--- config.mk ---
export PLATFORM = sky130hd
export DESIGN_NAME = cell_pool_flat
export DESIGN_NICKNAME = d
export VERILOG_FILES = /design/src/rtl/cell_pool_pkg.sv /design/src/rtl/cell_pool_if.sv /design/src/rtl/cell_ram.sv /design/src/rtl/cell_pool.sv /design/src/flat_wrapper.sv
export SDC_FILE = /design/constraint.sdc
export NUM_CORES = 1
export LEC_CHECK = 0
export ABC_AREA = 1
export BUFFER_PORTS_ARGS = -buffer_cell sky130_fd_sc_hd__buf_2
export CAP_MARGIN = 25
export CORE_MARGIN = 1.5
export CORE_UTILIZATION = 37
export DETAILED_ROUTE_END_ITERATION = 7
export PLACE_DENSITY = 0.58
export SLEW_MARGIN = 20
export SYNTH_ARGS = -nofsm -noshare
export SYNTH_HDL_FRONTEND = slang
export SYNTH_SLANG_ARGS = --single-unit
--- constraint.sdc ---
create_clock -name i_clk -period 4.1 [get_ports i_clk]
set_input_delay 0.615 -clock i_clk [delete_from_list [all_inputs] [get_ports i_clk]]
set_output_delay 0.615 -clock i_clk [all_outputs]
set_load 0.01 [all_outputs]
--- src/rtl/cell_pool_pkg.sv ---
// Shared constants, FSM state encoding and address helper for the cell_pool allocator.
package cell_pool_pkg;

    localparam logic [15:0] UNDEF         = 16'h0000;
    localparam logic [11:0] NIL           = 12'd0;
    localparam logic [15:0] DEF_BASE_ADDR = 16'h5000;

    typedef enum logic [0:0] {
        ST_IDLE = 1'b0,
        ST_POP  = 1'b1
    } state_t;

    // Cell index (already zero-extended) placed inside the address window.
    function automatic logic [15:0] cell_addr(input logic [15:0] base, input logic [15:0] idx);
        return base | idx;
    endfunction

endpackage

--- src/rtl/cell_pool_if.sv ---
// Request/response bundle between a requester (core/evaluator) and cell_pool.
interface cell_pool_if #(
    parameter int ADDR_SZ = 4,
    parameter int DATA_SZ = 16
);
    logic               i_alloc;
    logic [DATA_SZ-1:0] i_data;
    logic [15:0]        o_addr;
    logic               o_valid;
    logic               i_free;
    logic [15:0]        i_addr;
    logic               i_wr;
    logic               i_rd;
    logic [DATA_SZ-1:0] o_data;
    logic               o_ready;
    logic               o_full;
    logic [ADDR_SZ-1:0] o_used;
    logic               o_err;

    modport master (
        output i_alloc, i_data, i_free, i_addr, i_wr, i_rd,
        input  o_addr, o_valid, o_data, o_ready, o_full, o_used, o_err
    );

    modport slave (
        input  i_alloc, i_data, i_free, i_addr, i_wr, i_rd,
        output o_addr, o_valid, o_data, o_ready, o_full, o_used, o_err
    );
endinterface

--- src/rtl/cell_ram.sv ---
// Single-port cell storage with write enable and an enabled, registered read (BRAM-inferable).
module cell_ram #(
    parameter int ADDR_SZ = 4,
    parameter int DATA_SZ = 16
) (
    input  logic               clk,
    input  logic               we,
    input  logic               re,
    input  logic [ADDR_SZ-1:0] addr,
    input  logic [DATA_SZ-1:0] wdata,
    output logic [DATA_SZ-1:0] rdata
);
    logic [DATA_SZ-1:0] mem [0:(2**ADDR_SZ)-1];

    // Write port and read register share the single address; rdata holds when re is low.
    always_ff @(posedge clk) begin
        if (we) begin
            mem[addr] <= wdata;
        end
        if (re) begin
            rdata <= mem[addr];
        end
    end
endmodule

--- src/rtl/cell_pool.sv ---
// Heap-cell allocator: fresh cells from a bump index, recycled cells via a LIFO list threaded through the RAM.
// Optional FREE_CHECK_EN adds an in-use bitmap that rejects free/rd/wr of cells not currently allocated.
module cell_pool
    import cell_pool_pkg::*;
#(
    parameter int          ADDR_SZ   = 4,
    parameter int          DATA_SZ   = 16,
    parameter logic [15:0] BASE_ADDR = DEF_BASE_ADDR
) (
    input logic        i_clk,
    input logic        i_rst,
    cell_pool_if.slave bus
);
    localparam logic [ADDR_SZ-1:0] NIL_IDX  = NIL[ADDR_SZ-1:0];
    localparam logic [ADDR_SZ:0]   TOP_ONE  = {{ADDR_SZ{1'b0}}, 1'b1};
    localparam logic [ADDR_SZ-1:0] USED_ONE = {{(ADDR_SZ-1){1'b0}}, 1'b1};
    localparam logic [15-ADDR_SZ:0] BASE_HI = BASE_ADDR[15:ADDR_SZ];

    function automatic logic [15:0] ext16(input logic [ADDR_SZ-1:0] idx);
        logic [15:0] v;
        v = 16'h0000;
        v[ADDR_SZ-1:0] = idx;
        return v;
    endfunction

    state_t             state_r, state_s;
    logic [ADDR_SZ:0]   top_r, top_s;
    logic [ADDR_SZ-1:0] head_r, head_s;
    logic [ADDR_SZ-1:0] used_r, used_s;
    logic [ADDR_SZ-1:0] pend_idx_r, pend_idx_s;
    logic [DATA_SZ-1:0] pend_data_r, pend_data_s;
    logic               valid_r, valid_s;
    logic [15:0]        addr_r, addr_s;
    logic               err_r, err_s;
    logic               rd_sel_r, rd_sel_s;
    logic               ready_r;
    logic               full_r;
    logic [DATA_SZ-1:0] hold_r;

    logic               ram_we_s;
    logic               ram_re_s;
    logic [ADDR_SZ-1:0] ram_addr_s;
    logic [DATA_SZ-1:0] ram_wdata_s;
    logic [DATA_SZ-1:0] ram_rdata_s;

    logic [ADDR_SZ-1:0] idx_s;
    logic               win_ok_s;
    logic               live_s;
    logic               tgt_ok_s;
    logic [DATA_SZ-1:0] link_s;

    assign idx_s    = bus.i_addr[ADDR_SZ-1:0];
    assign win_ok_s = (bus.i_addr[15:ADDR_SZ] == BASE_HI) && (idx_s != NIL_IDX);
    assign tgt_ok_s = win_ok_s && live_s;

`ifdef FREE_CHECK_EN
    localparam int CELLS = 2**ADDR_SZ;
    logic [CELLS-1:0] inuse_r, inuse_s;
    assign live_s = inuse_r[idx_s];
`else
    assign live_s = 1'b1;
`endif

    // Free-list link written into a freed cell: the current head, zero-extended.
    always_comb begin
        link_s = {DATA_SZ{1'b0}};
        link_s[ADDR_SZ-1:0] = head_r;
    end

    // Next-state, allocator bookkeeping and RAM port arbitration.
    always_comb begin
        state_s     = state_r;
        top_s       = top_r;
        head_s      = head_r;
        used_s      = used_r;
        pend_idx_s  = pend_idx_r;
        pend_data_s = pend_data_r;
        valid_s     = 1'b0;
        addr_s      = addr_r;
        err_s       = 1'b0;
        rd_sel_s    = 1'b0;
        ram_we_s    = 1'b0;
        ram_re_s    = 1'b0;
        ram_addr_s  = idx_s;
        ram_wdata_s = bus.i_data;
`ifdef FREE_CHECK_EN
        inuse_s     = inuse_r;
`endif
        case (state_r)
            ST_POP: begin
                // Old head's link arrived on rdata; the cell itself gets the latched initial value.
                ram_we_s    = 1'b1;
                ram_addr_s  = pend_idx_r;
                ram_wdata_s = pend_data_r;
                head_s      = ram_rdata_s[ADDR_SZ-1:0];
                used_s      = used_r + USED_ONE;
                valid_s     = 1'b1;
                addr_s      = cell_addr(BASE_ADDR, ext16(pend_idx_r));
                state_s     = ST_IDLE;
`ifdef FREE_CHECK_EN
                inuse_s[pend_idx_r] = 1'b1;
`endif
            end
            ST_IDLE: begin
                if (bus.i_alloc && bus.i_free && tgt_ok_s) begin
                    // Bypass: hand the freed cell straight back, list and count untouched.
                    ram_we_s = 1'b1;
                    valid_s  = 1'b1;
                    addr_s   = cell_addr(BASE_ADDR, ext16(idx_s));
                end else begin
                    if (bus.i_free) begin
                        if (tgt_ok_s) begin
                            ram_we_s    = 1'b1;
                            ram_wdata_s = link_s;
                            head_s      = idx_s;
                            used_s      = used_r - USED_ONE;
`ifdef FREE_CHECK_EN
                            inuse_s[idx_s] = 1'b0;
`endif
                        end else begin
                            err_s = 1'b1;
                        end
                    end else begin
                        head_s = head_r;
                    end
                    if (bus.i_alloc) begin
                        if (head_r != NIL_IDX) begin
                            ram_re_s    = 1'b1;
                            ram_addr_s  = head_r;
                            pend_idx_s  = head_r;
                            pend_data_s = bus.i_data;
                            state_s     = ST_POP;
                        end else if (!top_r[ADDR_SZ]) begin
                            ram_we_s   = 1'b1;
                            ram_addr_s = top_r[ADDR_SZ-1:0];
                            top_s      = top_r + TOP_ONE;
                            used_s     = used_r + USED_ONE;
                            valid_s    = 1'b1;
                            addr_s     = cell_addr(BASE_ADDR, ext16(top_r[ADDR_SZ-1:0]));
`ifdef FREE_CHECK_EN
                            inuse_s[top_r[ADDR_SZ-1:0]] = 1'b1;
`endif
                        end else begin
                            err_s = 1'b1;
                        end
                    end else begin
                        state_s = ST_IDLE;
                    end
                end
                // Word access only when the port is not claimed by alloc/free.
                if (bus.i_rd || bus.i_wr) begin
                    if (bus.i_alloc || bus.i_free || !tgt_ok_s) begin
                        err_s = 1'b1;
                    end else if (bus.i_wr) begin
                        ram_we_s    = 1'b1;
                        ram_addr_s  = idx_s;
                        ram_wdata_s = bus.i_data;
                        err_s       = bus.i_rd;
                    end else begin
                        ram_re_s   = 1'b1;
                        ram_addr_s = idx_s;
                        rd_sel_s   = 1'b1;
                    end
                end else begin
                    rd_sel_s = 1'b0;
                end
            end
            default: begin
                state_s = ST_IDLE;
            end
        endcase
    end

    // FSM state register.
    always_ff @(posedge i_clk) begin
        if (i_rst) begin
            state_r <= ST_IDLE;
        end else begin
            state_r <= state_s;
        end
    end

    // Allocator state and registered outputs.
    always_ff @(posedge i_clk) begin
        if (i_rst) begin
            top_r       <= TOP_ONE;
            head_r      <= NIL_IDX;
            used_r      <= {ADDR_SZ{1'b0}};
            pend_idx_r  <= NIL_IDX;
            pend_data_r <= {DATA_SZ{1'b0}};
            valid_r     <= 1'b0;
            addr_r      <= UNDEF;
            err_r       <= 1'b0;
            rd_sel_r    <= 1'b0;
            ready_r     <= 1'b1;
            full_r      <= 1'b0;
            hold_r      <= {DATA_SZ{1'b0}};
        end else begin
            top_r       <= top_s;
            head_r      <= head_s;
            used_r      <= used_s;
            pend_idx_r  <= pend_idx_s;
            pend_data_r <= pend_data_s;
            valid_r     <= valid_s;
            addr_r      <= addr_s;
            err_r       <= err_s;
            rd_sel_r    <= rd_sel_s;
            ready_r     <= (state_s == ST_IDLE);
            full_r      <= (head_s == NIL_IDX) && top_s[ADDR_SZ];
            hold_r      <= rd_sel_r ? ram_rdata_s : hold_r;
        end
    end

`ifdef FREE_CHECK_EN
    // In-use bitmap.
    always_ff @(posedge i_clk) begin
        if (i_rst) begin
            inuse_r <= {CELLS{1'b0}};
        end else begin
            inuse_r <= inuse_s;
        end
    end
`endif

    cell_ram #(
        .ADDR_SZ(ADDR_SZ),
        .DATA_SZ(DATA_SZ)
    ) u_ram (
        .clk  (i_clk),
        .we   (ram_we_s),
        .re   (ram_re_s),
        .addr (ram_addr_s),
        .wdata(ram_wdata_s),
        .rdata(ram_rdata_s)
    );

    // The read register feeds o_data directly in the cycle after a read; afterwards the captured copy holds.
    assign bus.o_data  = rd_sel_r ? ram_rdata_s : hold_r;
    assign bus.o_addr  = addr_r;
    assign bus.o_valid = valid_r;
    assign bus.o_ready = ready_r;
    assign bus.o_full  = full_r;
    assign bus.o_used  = used_r;
    assign bus.o_err   = err_r;

endmodule

--- src/flat_wrapper.sv ---
// flat-port wrapper written by rule: the top's interface ports become plain ports
module cell_pool_flat import cell_pool_pkg::*;
#(
    parameter int          ADDR_SZ   = 4,
    parameter int          DATA_SZ   = 16,
    parameter logic [15:0] BASE_ADDR = DEF_BASE_ADDR
)
  (i_clk, i_rst, bus_i_alloc, bus_i_data, bus_i_free, bus_i_addr, bus_i_wr, bus_i_rd, bus_o_addr, bus_o_valid, bus_o_data, bus_o_ready, bus_o_full, bus_o_used, bus_o_err);
  cell_pool_if #(.ADDR_SZ(ADDR_SZ), .DATA_SZ(DATA_SZ)) bus_i ();
  input logic i_clk;
  input logic i_rst;
  input wire logic [$bits(bus_i.i_alloc)-1:0] bus_i_alloc;
  input wire logic [$bits(bus_i.i_data)-1:0] bus_i_data;
  input wire logic [$bits(bus_i.i_free)-1:0] bus_i_free;
  input wire logic [$bits(bus_i.i_addr)-1:0] bus_i_addr;
  input wire logic [$bits(bus_i.i_wr)-1:0] bus_i_wr;
  input wire logic [$bits(bus_i.i_rd)-1:0] bus_i_rd;
  output wire logic [$bits(bus_i.o_addr)-1:0] bus_o_addr;
  output wire logic [$bits(bus_i.o_valid)-1:0] bus_o_valid;
  output wire logic [$bits(bus_i.o_data)-1:0] bus_o_data;
  output wire logic [$bits(bus_i.o_ready)-1:0] bus_o_ready;
  output wire logic [$bits(bus_i.o_full)-1:0] bus_o_full;
  output wire logic [$bits(bus_i.o_used)-1:0] bus_o_used;
  output wire logic [$bits(bus_i.o_err)-1:0] bus_o_err;
  assign bus_i.i_alloc = bus_i_alloc;
  assign bus_i.i_data = bus_i_data;
  assign bus_i.i_free = bus_i_free;
  assign bus_i.i_addr = bus_i_addr;
  assign bus_i.i_wr = bus_i_wr;
  assign bus_i.i_rd = bus_i_rd;
  assign bus_o_addr = bus_i.o_addr;
  assign bus_o_valid = bus_i.o_valid;
  assign bus_o_data = bus_i.o_data;
  assign bus_o_ready = bus_i.o_ready;
  assign bus_o_full = bus_i.o_full;
  assign bus_o_used = bus_i.o_used;
  assign bus_o_err = bus_i.o_err;
  cell_pool #(.ADDR_SZ(ADDR_SZ), .DATA_SZ(DATA_SZ), .BASE_ADDR(BASE_ADDR)) u_core (.i_clk(i_clk), .i_rst(i_rst), .bus(bus_i));
endmodule
==> impl_results.rst <==
.. list-table::
   :header-rows: 1

   * - Metric
     - Value
   * - Result of the run
     - complete, no violations
   * - Clk_skew
     - 0.0183 ns
   * - Number of gates given a new drive strength after cts
     - 0
   * - Antenna violation net count after detailed routing
     - 0
   * - CTS sink cnt
     - 332
   * - Most area-consuming cells after synthesis
     - edfxtp_1 (56%), nand2_1 (17%), dfxtp_1 (8.2%)
   * - Half-perimeter wire length of the detailed placement result
     - 22.9 mm
   * - Worst min path class
     - in -> reg
   * - Length of routed met3 wiring
     - 1.90 mm
   * - Min Clock Period, post-route
     - 2.81 ns
   * - DRC violation count after routing
     - 0
   * - Buffers inserted during post-CTS setup optimization
     - 0
   * - Longest Clk Path Bufs
     - 3
   * - Share of Yosys cell area claimed by the top area cell type
     - 55.8%
   * - Post-route fraction of the period consumed by the critical path
     - 68.4%
   * - Row count
     - 72
   * - Library cell with the largest summed area after synthesis
     - edfxtp_1
   * - Number of buffer cells added on primary ports
     - 67
   * - Cts bufs inserted
     - 37
   * - Routed length per placed instance
     - 17.1 um
   * - Flop and latch count out of synthesis
     - 332
   * - Relative slew slack
     - 48.0%
   * - Drt initial violations
     - 865
   * - Lkg Pwr
     - 7.05 nW
   * - Initial cell density of the core
     - 37.7%
   * - Number of iterations in the first detailed-routing pass
     - 5
   * - Die Span Y
     - 202 um
   * - Final worst-path setup slack
     - 1.29 ns
   * - First-pass GRT wire length
     - 57.9 mm
   * - Place WS
     - 0.868 ns
   * - Total Routed Length
     - 36.8 mm
   * - Commonest cells after routing, fill and taps aside
     - nand2_1 (674), edfxtp_1 (272), nand3_1 (158)
   * - Detailed-route wire length on metal 1
     - 16.9 mm
   * - Element type at the critical path end
     - flop
   * - Number of instances in the synthesized netlist
     - 1,537
   * - MaxCap Viol Count
     - 0
   * - Maximum frequency from static timing analysis
     - 356 MHz
   * - Peak supply drop
     - 0.294 mV
   * - Via-to-Cell Ratio
     - 4.88
   * - Average size of a mapped cell
     - 9.52 um2
   * - Overflow left after global routing
     - 0
   * - Htree depth
     - 2
   * - Startpoint Class
     - flop
   * - Number of buffers added to fix hold violations after cts
     - 0
   * - TNS Setup
     - 0 ns
   * - Yosys Warn Count
     - 0
   * - Slew of the pin with the lowest slew margin
     - 0.779 ns
   * - Largest net degree at the start of global routing
     - 93
   * - Clock latency of the later-clocked register in the worst-skew pair
     - 0.52 ns
   * - Root Driver
     - clkbuf_16
   * - Unrepaired setup endpoints after global routing
     - false
   * - Highest metal layer with signal wires
     - met4
   * - Diodes inserted
     - 0
   * - Total power divided by cell area
     - 445 mW/mm2
   * - Die area
     - 0.0408 mm2
   * - Final number of setup-violating endpoints
     - 0
   * - Unique masters post-synth
     - 38
   * - Sequential cell area fraction in the yosys report
     - 64.0%
   * - Io pins
     - 78
   * - Number of slew-limit violations in the final report
     - 0
   * - Most common cell after layout, fill and taps aside
     - nand2_1
   * - Total routing usage reported by global routing
     - 18.2%
   * - CTS clock-pin slew for the worst setup and hold paths
     - 0.06 ns
   * - TritonCTS clock tree
     - done
   * - Vias in the first global route
     - 10.2k
   * - Type of the worst setup path
     - reg -> reg
   * - Required time of the critical path
     - 4.29 ns
   * - Synthesis-to-layout area growth
     - 14.2%
   * - Post-synthesis instance area
     - 0.0146 mm2
   * - Count of nets after finishing
     - 1,654
   * - Worst Path Max Fanout
     - 43
   * - Hold Vio Cnt, Final
     - 0
   * - Antenna violations before repair
     - 0
   * - Weighted congestion reported at the end of routability-driven placement
     - 0.879
   * - Share of post-route cells with drive strength above 1
     - 12.8%
   * - Core region area
     - 0.0388 mm2
   * - Chip Width
     - 202 um
   * - Routed length on met2
     - 17.3 mm
   * - Arrival time of data at the critical path endpoint
     - 2.99 ns
   * - Total vias in the final route
     - 10.5k
   * - Filler Cell Count
     - 3,733
[power breakdown]
group          internal, mW  total, mW  switching [mW]
clock                  1.78       3.05            1.28
combinational         0.186      0.659           0.473
sequential             3.71       3.73          0.0182
[worst paths after layout]
check | startpoint | endpoint | slack (ns) | depth (start not counted)
min | bus_i_data[5] | u_core.pend_data_r[5] | 0.33 | 3
max | u_core.head_r[1] | u_core.u_ram.mem[8][12] | 1.29 | 13
min reg2reg | u_core.pend_data_r[13] | u_core.pend_data_r[13] | 0.46 | 2
max reg2reg | u_core.head_r[1] | u_core.u_ram.mem[8][12] | 1.29 | 13
[cells by family (layout without fill, tap and decap cells)]
group / after synthesis / in the layout / synth area share (%)
buffers and inverters: 178 / 268 / 5.83
AOI/OAI and AO/OA: 107 / 107 / 3.89
xor gates and xnor gates: 5 / 5 / 0.299
and+or+nand+nor: 911 / 911 / 25.7
adders and majority gates: 3 / 3 / 0.256
DFF: 332 / 332 / 64.0
other: 1 / 10 / 0.0256
[flip-flops by register name, indices dropped and copies added, names as in the netlist, 4 cells and up]
name and flops:
u_core.top_r 5, u_core.hold_r 16, u_core.bus.o_addr 5, u_core.u_ram.rdata 16, u_core.pend_idx_r 4, u_core.bus.o_used 4, u_core.u_ram.mem 256, u_core.pend_data_r 16
u_core.head_r 4
[layer usage]
| layer | global-route usage [%] | vias up |
|---|---|---|
| met3 | 2.43 | 51 |
| li1 | - | 5208 |
| met2 | 29.9 | 279 |
| met4 | 4.80 | 0 |
| met1 | 25.3 | 4984 |
| met5 | 0 | - |
[Yosys cell counts, drive strengths merged]
cell type and number:
nand3b 2, dfxtp 60, conb 1, nor2 51, nor4 1, xor2 3
inv 88, a41oi 1, nand2 682, o21ai 57, o211ai 3, buf 66
a221oi 2, xnor2 2, clkbuf 24, nor3 4, a21oi 42, edfxtp 272
o221ai 1, a32oi 1, and2 1, ha 3, nand4 8, nand3 162
[area by class of cell]
cell class / instances / area, um2 / share of cell area, %
well taps: 518 / 648 / 3.88
flip-flops and latches: 332 / 9370 / 56.0
inverters: 88 / 330 / 1.98
clock inverters: 17 / 100 / 0.599
multi-input cells: 1036 / 4520 / 27.0
clock buffers: 45 / 998 / 5.97
repair buffers: 118 / 756 / 4.52
[per-stage QoR]
stage          util [%]  hold slack [ns]  cell area, um2  cells  power, mW
5_1_grt            43.1            0.329           16700   2154       7.73
4_1_cts            43.1            0.318           16700   2154       7.50
3_3_place_gp       40.2            0.446           15600   2091       4.45
3_5_place_dp       40.2            0.455           15600   2092       4.46
2_1_floorplan         -            0.435           14700   1546       4.25
6_report           43.1            0.331           16700   2154       7.44
[worst max-delay path: stages (launching register included)]
cell and delay (ns):
dfxtp_1 0.34, inv_1 0.16, nand2_1 0.07, nor2_1 0.18, nand2_1 0.08, nand2_1 0.06
nand2_1 0.05, nand2_1 0.06, nand2_1 0.08, nand3_4 0.14, buf_4 0.45, nand4_1 0.36
nor2_2 0.18, buf_4 0.28
Note: power is estimated with default switching activity, not from simulation.
